<file path="config.mk">
export PLATFORM = sky130hd
export DESIGN_NAME = i2c_scl_gen
export DESIGN_NICKNAME = d
export VERILOG_FILES = /design/src/rtl/i2c_pkg.sv /design/src/rtl/i2c_qcnt.sv /design/src/rtl/i2c_scl_gen.sv
export SDC_FILE = /design/constraint.sdc
export NUM_CORES = 1
export LEC_CHECK = 0
export ABC_CLOCK_PERIOD_IN_PS = 3090
export BUFFER_PORTS_ARGS = -buffer_cell sky130_fd_sc_hd__buf_2
export CAP_MARGIN = 10
export CORE_AREA = 2 2 75 77
export CTS_CLUSTER_SIZE = 25
export DETAILED_ROUTE_END_ITERATION = 10
export DIE_AREA = 0 0 77 79
export PLACE_DENSITY = 0.75
export SLEW_MARGIN = 20
export SYNTH_ARGS = -nofsm -noshare
export SYNTH_HDL_FRONTEND = slang
export SYNTH_HIERARCHICAL = 1
export SYNTH_SLANG_ARGS = --single-unit
</file>
<file path="constraint.sdc">
create_clock -name clk27m -period 3.09 [get_ports clk27m]
set_clock_uncertainty 0.15 [all_clocks]
set_input_delay 0.618 -clock clk27m [delete_from_list [all_inputs] [get_ports clk27m]]
set_output_delay 0.618 -clock clk27m [all_outputs]
set_load 0.05 [all_outputs]
</file>
<file path="src/rtl/i2c_pkg.sv">
// i2c_pkg: shared state encoding, phase codes and divider floor for the I2C master path
package i2c_pkg;
    typedef enum logic [2:0] {
        ST_IDLE,
        ST_LOW_A,
        ST_LOW_B,
        ST_HIGH_A,
        ST_HIGH_B
    } state_t;
    localparam logic [1:0] PH_LOW_A  = 2'd0;
    localparam logic [1:0] PH_LOW_B  = 2'd1;
    localparam logic [1:0] PH_HIGH_A = 2'd2;
    localparam logic [1:0] PH_HIGH_B = 2'd3;
    localparam int I2C_MIN_DIV = 4;
endpackage

</file>
<file path="src/rtl/i2c_qcnt.sv">
// i2c_qcnt: quarter-period counter, 0..q-1 with wrap; tc flags the last enabled count
module i2c_qcnt #(
    parameter int W = 16
) (
    input  logic         clk27m,
    input  logic         rst,
    input  logic         load,
    input  logic         en,
    input  logic [W-1:0] q,
    output logic         tc
);
    logic [W-1:0] cnt;
    assign tc = en && (cnt == q - W'(1));
    always_ff @(posedge clk27m or posedge rst) begin
        if (rst)
            cnt <= '0;
        else if (load)
            cnt <= '0;
        else if (en)
            cnt <= tc ? '0 : cnt + W'(1);
    end
endmodule

</file>
<file path="src/rtl/i2c_scl_gen.sv">
// i2c_scl_gen: SCL open-drain timing generator with phase strobes and clock-stretch support
// tick_rise and stretch are registered state qualified by the already-synchronised scl_in.
module i2c_scl_gen
    import i2c_pkg::*;
#(
    parameter int DIV_W   = 16,
    parameter int MIN_DIV = I2C_MIN_DIV
) (
    input  logic             clk27m,
    input  logic             rst,
    input  logic             en,
    input  logic [DIV_W-1:0] div,
    input  logic             scl_in,
    output logic             scl_oe,
    output logic [1:0]       phase,
    output logic             tick_fall,
    output logic             tick_low_mid,
    output logic             tick_rise,
    output logic             tick_high_mid,
    output logic             busy,
    output logic             stretch
);
    state_t           state, state_nx;
    logic [DIV_W-1:0] q;
    logic             tc, cnt_en, rise_done;
    // HIGH_A only advances once the bus really is high
    assign cnt_en    = (state != ST_IDLE) && (state != ST_HIGH_A || scl_in);
    assign tick_rise = (state == ST_HIGH_A) && scl_in && !rise_done;
    assign stretch   = (state == ST_HIGH_A) && !scl_in;
    i2c_qcnt #(.W(DIV_W)) u_qcnt (
        .clk27m(clk27m),
        .rst   (rst),
        .load  (state == ST_IDLE),
        .en    (cnt_en),
        .q     (q),
        .tc    (tc)
    );
    always_comb begin
        state_nx = state;
        unique case (state)
            ST_IDLE:   state_nx = en ? ST_LOW_A : ST_IDLE;
            ST_LOW_A:  state_nx = tc ? ST_LOW_B : ST_LOW_A;
            ST_LOW_B:  state_nx = tc ? ST_HIGH_A : ST_LOW_B;
            ST_HIGH_A: state_nx = tc ? ST_HIGH_B : ST_HIGH_A;
            ST_HIGH_B: state_nx = tc ? (en ? ST_LOW_A : ST_IDLE) : ST_HIGH_B;
            default:   state_nx = ST_IDLE;
        endcase
    end
    always_ff @(posedge clk27m or posedge rst) begin
        if (rst) begin
            state         <= ST_IDLE;
            q             <= DIV_W'(MIN_DIV);
            rise_done     <= 1'b0;
            scl_oe        <= 1'b0;
            phase         <= PH_LOW_A;
            busy          <= 1'b0;
            tick_fall     <= 1'b0;
            tick_low_mid  <= 1'b0;
            tick_high_mid <= 1'b0;
        end else begin
            state         <= state_nx;
            if (state_nx == ST_LOW_A && state != ST_LOW_A)
                q <= (div < DIV_W'(MIN_DIV)) ? DIV_W'(MIN_DIV) : div;
            rise_done     <= (state == ST_HIGH_A) && (rise_done || scl_in);
            scl_oe        <= (state_nx == ST_LOW_A) || (state_nx == ST_LOW_B);
            busy          <= state_nx != ST_IDLE;
            phase         <= (state_nx == ST_LOW_B)  ? PH_LOW_B  :
                             (state_nx == ST_HIGH_A) ? PH_HIGH_A :
                             (state_nx == ST_HIGH_B) ? PH_HIGH_B : PH_LOW_A;
            tick_fall     <= (state_nx == ST_LOW_A)  && (state != ST_LOW_A);
            tick_low_mid  <= (state_nx == ST_LOW_B)  && (state != ST_LOW_B);
            tick_high_mid <= (state_nx == ST_HIGH_B) && (state != ST_HIGH_B);
        end
    end
endmodule
</file>
# ---- Word-level counts from Yosys, hierarchy flattened
# Index checks and enable logic that the tools add are counted.
# Widths: inputs -> output; s select.
dict set report word_totals {
  ff_bits 43
  latch_bits 0
  mem_bits_rw 0
  mem_bits_ro 0
  out_inout_bits 9
  n_memories 0
}
dict set report classes {
  addsub 2
  n_mul 0
  n_div 0
  order_cmp 1
  n_eq_ne 13
  n_shift 0
  n_mux 13
  bitwise_logic 0
  n_reduce_logical 18
}
# op count
set op_table {}
lappend op_table {{$mux 16} 4}
lappend op_table {{$add 16x1->16 const B} 1}
lappend op_table {{$eq 16x16->1} 1}
lappend op_table {{$lt 16x3->1 const B} 1}
lappend op_table {{$sub 16x1->16 const B} 1}
lappend op_table {{$pmux 3 s5} 1}
lappend op_table {{$eq 3x2->1 const B} 4}
lappend op_table {{$logic_and 1x1->1} 9}
lappend op_table {{$mux 2} 4}
lappend op_table {{$eq 3x1->1 const B} 2}
lappend op_table {{$eq 3x3->1 const B} 2}
lappend op_table {{$mux 3} 2}
lappend op_table {{$ne 3x2->1 const B} 2}
lappend op_table {{$reduce_bool 3->1} 2}
lappend op_table {{$logic_not 3->1} 1}
lappend op_table {{$logic_or 1x1->1} 3}
lappend op_table {{$ne 3x1->1 const B} 1}
lappend op_table {{$ne 3x3->1 const B} 1}
lappend op_table {{$logic_not 1->1} 2}
lappend op_table {{$mux 1} 2}
lappend op_table {{$reduce_bool 2->1} 1}

# ---- Longest topological paths before layout
dict set report depth {
  depth_word 10
  ltp_mapped 16
}

# ---- Hierarchy
# The synthesis kept the hierarchy.
# module n_inst cells_per_inst area_per_inst_um2 seq_area_each_um2
set by_module_without_submodules {}
lappend by_module_without_submodules {i2c_qcnt 1 170 1506.4 400.4}
lappend by_module_without_submodules {i2c_scl_gen 1 86 1173.6 676.9}

# ---- Least setup slack after synthesis
# Ideal clock, no wire load.
dict set report synth_timing {
  path_type {flip-flop to flip-flop}
  start {register state[2]}
  end {register q[10]}
  arrival_ns 3.289
  required_ns 2.815
  path_slack_ns -0.474
  path_stages_with_launch 17
  path_buffers 4
  synth_period_minus_slack_ns 3.564
  path_cell_list {dfrtp_1 -> buf_2 -> nand3b_1 -> nor2_1 -> nor2_1 -> clkbuf_1 -> nand3_1 -> or3_1 -> nor4_2 -> nand4_2 -> nor2_4 -> buf_12 -> nand2b_1 -> nand3_2 -> inv_2 -> buf_8 -> mux2_4}
}
dict set report synth_via {
  elab_chain_cells 8
  elab_cells_between_ends 18
  cone_classes {7 x eq/ne; 5 x mux; 6 x reduce/logical}
}
# item line_no
set synth_lines {}
lappend synth_lines {{from (decl)} i2c_scl_gen.sv:23} ;# state_t state, state_nx;
lappend synth_lines {{from (signal assigned)} i2c_scl_gen.sv:61} ;# state <= state_nx;
lappend synth_lines {{$ne 3x2->1} i2c_scl_gen.sv:27} ;# assign cnt_en = (state != ST_IDLE) && (state != ST_HIGH_A || scl_in);
lappend synth_lines {{$logic_or 1x1->1} i2c_scl_gen.sv:27}
lappend synth_lines {{$logic_and 1x1->1 *} i2c_scl_gen.sv:27}
lappend synth_lines {{via cnt_en} i2c_scl_gen.sv:25} ;# logic tc, cnt_en, rise_done;
lappend synth_lines {{$logic_and 1x1->1 *} i2c_qcnt.sv:13} ;# assign tc = en && (cnt == q - W'(1));
lappend synth_lines {{via tc} i2c_scl_gen.sv:25}
lappend synth_lines {{$mux 3 (tied with other cells)} i2c_scl_gen.sv:45} ;# ST_HIGH_B: state_nx = tc ? (en ? ST_LOW_A : ST_IDLE) : ST_HIGH_B;
lappend synth_lines {{$pmux 3 s5 *} i2c_scl_gen.sv:40} ;# unique case (state)
lappend synth_lines {{$eq 3x1->1 *} i2c_scl_gen.sv:62} ;# if (state_nx == ST_LOW_A && state != ST_LOW_A)
lappend synth_lines {{$logic_and 1x1->1 *} i2c_scl_gen.sv:62}
lappend synth_lines {{to (signal assigned)} i2c_scl_gen.sv:52} ;# q <= DIV_W'(MIN_DIV);
lappend synth_lines {{to (signal assigned)} i2c_scl_gen.sv:63} ;# q <= (div < DIV_W'(MIN_DIV)) ? DIV_W'(MIN_DIV) : div;
lappend synth_lines {{to (decl)} i2c_scl_gen.sv:24} ;# logic [DIV_W-1:0] q;
# The timed path passes the listed nets; every way through them passes the cells marked *.
# A chain may end at the register's enable or synchronous reset.

# ---- Final worst setup path
dict set report layout_timing {
  start {register q[0]}
  end {register q[5]}
}
dict set report layout_via {
  elab_chain_cells 7
  elab_cells_between_ends 10
  cone_classes {1 x add/sub; 2 x eq/ne; 5 x mux; 2 x reduce/logical}
}
# item line_no
set layout_lines {}
lappend layout_lines {{$sub 16x1->16 *} i2c_qcnt.sv:13}
lappend layout_lines {{$eq 16x16->1 *} i2c_qcnt.sv:13}
lappend layout_lines {{$logic_and 1x1->1 *} i2c_qcnt.sv:13}
lappend layout_lines {{via tc} i2c_scl_gen.sv:25}
lappend layout_lines {{$mux 3 (tied with other cells)} i2c_scl_gen.sv:45}
lappend layout_lines {{$pmux 3 s5 *} i2c_scl_gen.sv:40}
lappend layout_lines {{$eq 3x1->1 *} i2c_scl_gen.sv:62}
lappend layout_lines {{$logic_and 1x1->1 *} i2c_scl_gen.sv:62}
# Marks and branches as above.

==> flow_summary.yaml <==
routing:
  dr_total_vias: 2120
  drtIter0Drc: 130
  drc_errors: 0
  drt-pass1-iter-count: 4
  drt-total-wl_mm: 5.824
  ant_nets: 0
  vias_per_cell: 5.564
  avgRoutedWirePerCell_um: 15.29
synth:
  avgSynthCellArea_um2: 10.47
  ys_ff_latch: 43
  synthCells: 256
  synth_edf_count: 0
  ys_types: 62
  ys_seq_area_share_pct: 40.20
  synth_warnings: 6
  syn-num-nets: 278
  yosys_most_used_dff: "dfrtp_1"
  async_flop_share_pct: 100.0
  synth_area_um2: 2680
grt:
  grt_pass1_wl_mm: 9.660
  grt_overflow: 0
  grt.total_usage_pct: 19.87
  antenna_found_initial: 0
  grt_max_degree: 28
  grt_pass1_vias: 2057
min_path:
  hold_path.class: "primary input to async pin"
placement:
  dpl.cell_count: 368
  hpwl_mm: 4.372
  numPortBuffers: 28
  place_congestion: 0.8987
finish:
  post-route-util_pct: 61.51
  syn_to_final_growth_pct: 22.50
  fin_nets: 330
  fillCellCount: 466
  stdcell_count: 381
  regArea_um2: 1080
  diodes: 0
  final_cell_mix: "dfrtp_1, buf_2, buf_4, xnor2_1, xor2_1"
  drive_gt1_share_pct: 38.19
  layout_commonest_cell: "dfrtp_1"
  multi_input_area_um2: 1555
sta:
  final.setup.tns_ns: 0
  drv_slew: 0
  post-route-period-util_pct: 97.46
  period_needed_ns: 3.011
  fmax_mhz: 332.1
  rsz0062_at_grt: "true"
  tightest_slew_ns: 0.9355
  slew_headroom_pct: 37.25
  finalHoldViolations: 0
  finalSetupViolCount: 0
worst_setup_path:
  regToRegSetupSlack_ns: 0.08
  r2r_start: "q[0]$_DFFE_PP0P_"
  arrival_ns: 3.04
  path_max_fanout: 8
  worst_r2r_path_depth: 13
  cp.required_ns: 3.12
  r2r_end: "q[5]$_DFFE_PP0P_"
  endpoint_kind: "flop"
  startpoint_type: "flop"
  setup.worst_path.end: "q[5]$_DFFE_PP0P_"
  setup.worst_path.start: "q[0]$_DFFE_PP0P_"
  worstSetupPathType: "flop to flop"
floorplanning:
  die_w_um: 77
  dieArea_um2: 6083
  start_util_pct: 50.21
  num_rows: 27
  core-area_um2: 5338
  chipHeight_um: 79
  pin_count: 29
flow_run:
  maxCapViolations: 0
cts:
  cts_max_path_buffers: 2
  numCtsBuffers: 5
  cts_root_buf: "clkbuf_8"
  clock-sinks: 43
  clk_pin_slew_ns: 0.08
  tritoncts: "built"
  clk_latency_ns: 0.29
  htreeDepth: 2
  cts-hold-fix-buffers: 0
power_and_ir_drop:
  pwr_density_cell_nw_per_um2: 627.2
  peakVddDrop_mv: 0.4019
  power_leakage_nw: 1.433
run_status:
  outcome: "finished clean"
## synthesized netlist by cell type (3+ instances only)
master / count / area share (%)
dfrtp_1: 42 / 39
xnor2_1: 18 / 5.9
nor2_1: 14 / 2.0
xor2_1: 14 / 4.6
a21oi_1: 11 / 2.1
nand4_1: 11 / 2.6
nor3_1: 10 / 1.9
mux2_4: 9 / 5.0
nor3_2: 9 / 3.4
inv_1: 8 / 1.1
o21ai_0: 8 / 1.5
nand2_1: 7 / 0.98
nand3_1: 7 / 1.3
mux2_2: 6 / 2.5
nand2b_1: 6 / 1.4
and3_1: 5 / 1.2
clkbuf_1: 5 / 0.70
nor4_1: 5 / 1.2
and4b_1: 3 / 1.1
nor2b_1: 3 / 0.70
nor3b_1: 3 / 0.84
## flip-flops by register name, summed over array words and instances (netlist names)
name           cells
busy               1
phase              2
q                 16
rise_done          1
scl_oe             1
state              3
tick_fall          1
tick_high_mid      1
tick_low_mid       1
u_qcnt/cnt        16
## final cells by class
cell class,count,area share (%)
multi-input combinational,191,47.37
timing repair buffer,57,11.66
tap,72,2.744
sequential,43,32.89
inverter,10,1.296
clock buffer,6,2.210
clock inverter,2,1.829
## through the flow
step | power, W | setup WS (ns) | area, um^2 | hold WS [ns]
CTS | 0.002033 | 0.04268 | 3186 | 0.2697
finish | 0.002059 | 0.07852 | 3283 | 0.2599
floorplan | 0.001311 | -0.1316 | 2719 | 0.3104
detailed placement | 0.001519 | 0.05554 | 3053 | 0.3429
global placement | 0.001501 | 0.06470 | 3053 | 0.3295
global route | 0.002187 | -0.09117 | 3283 | 0.3136
## how the worst min path moves through the flow
stage	slack, ns	endpoint
after floorplan	0.31	rise_done$_DFF_PP0_
after global placement	0.33	rise_done$_DFF_PP0_
after detailed placement	0.34	rise_done$_DFF_PP0_
after CTS	0.27	u_qcnt/cnt[15]$_DFFE_PP0P_
after global routing	0.31	u_qcnt/cnt[15]$_DFFE_PP0P_
final	0.26	u_qcnt/cnt[15]$_DFFE_PP0P_
## where the power goes
part / switching [W] / internal (W) / total, W / leakage, nW
sequential: 0.000163 / 0.000671 / 0.000834 / 0.540
clock: 0.000186 / 0.000323 / 0.000509 / 0.0654
combinational: 0.000348 / 0.000368 / 0.000716 / 0.827
## per-layer routing
layer | up-vias | routed length [um] | track usage, %
li1 | 1039 | - | -
met1 | 1040 | 2681 | 26.90
met2 | 37 | 2888 | 33.33
met3 | 4 | 199 | 3.182
met4 | 0 | 54 | 5.536
met5 | - | 0 | 0
## what timing repair did
action / in CTS / in global routing
setup buffers: 0 / 5
gates resized for setup: 0 / 12
setup endpoints to repair: 0 / 19
hold endpoints to repair: 0 / 0
## worst max-delay path, cell delays in order (launching register included)
cell	delay, ns
dfrtp_2	0.44
inv_2	0.06
ha_4	0.26
xor2_1	0.15
nand3_1	0.08
or3_1	0.38
nor4_2	0.30
nand4_2	0.18
nor2_4	0.15
nand2b_4	0.15
nand3_4	0.08
inv_6	0.10
buf_12	0.13
mux2_4	0.29
## kinds of logic after synthesis
| kind of cell | share of synthesized area (%) |
|---|---|
| buffers and inverters | 4.622 |
| adders and majority gates | 0.9336 |
| muxes | 7.936 |
| and+or+nand+nor | 27.26 |
| xor gates and xnor gates | 10.46 |
| DFF | 40.20 |
| AOI/OAI and AO/OA | 8.590 |
Note: power is estimated with default switching activity, not from simulation.
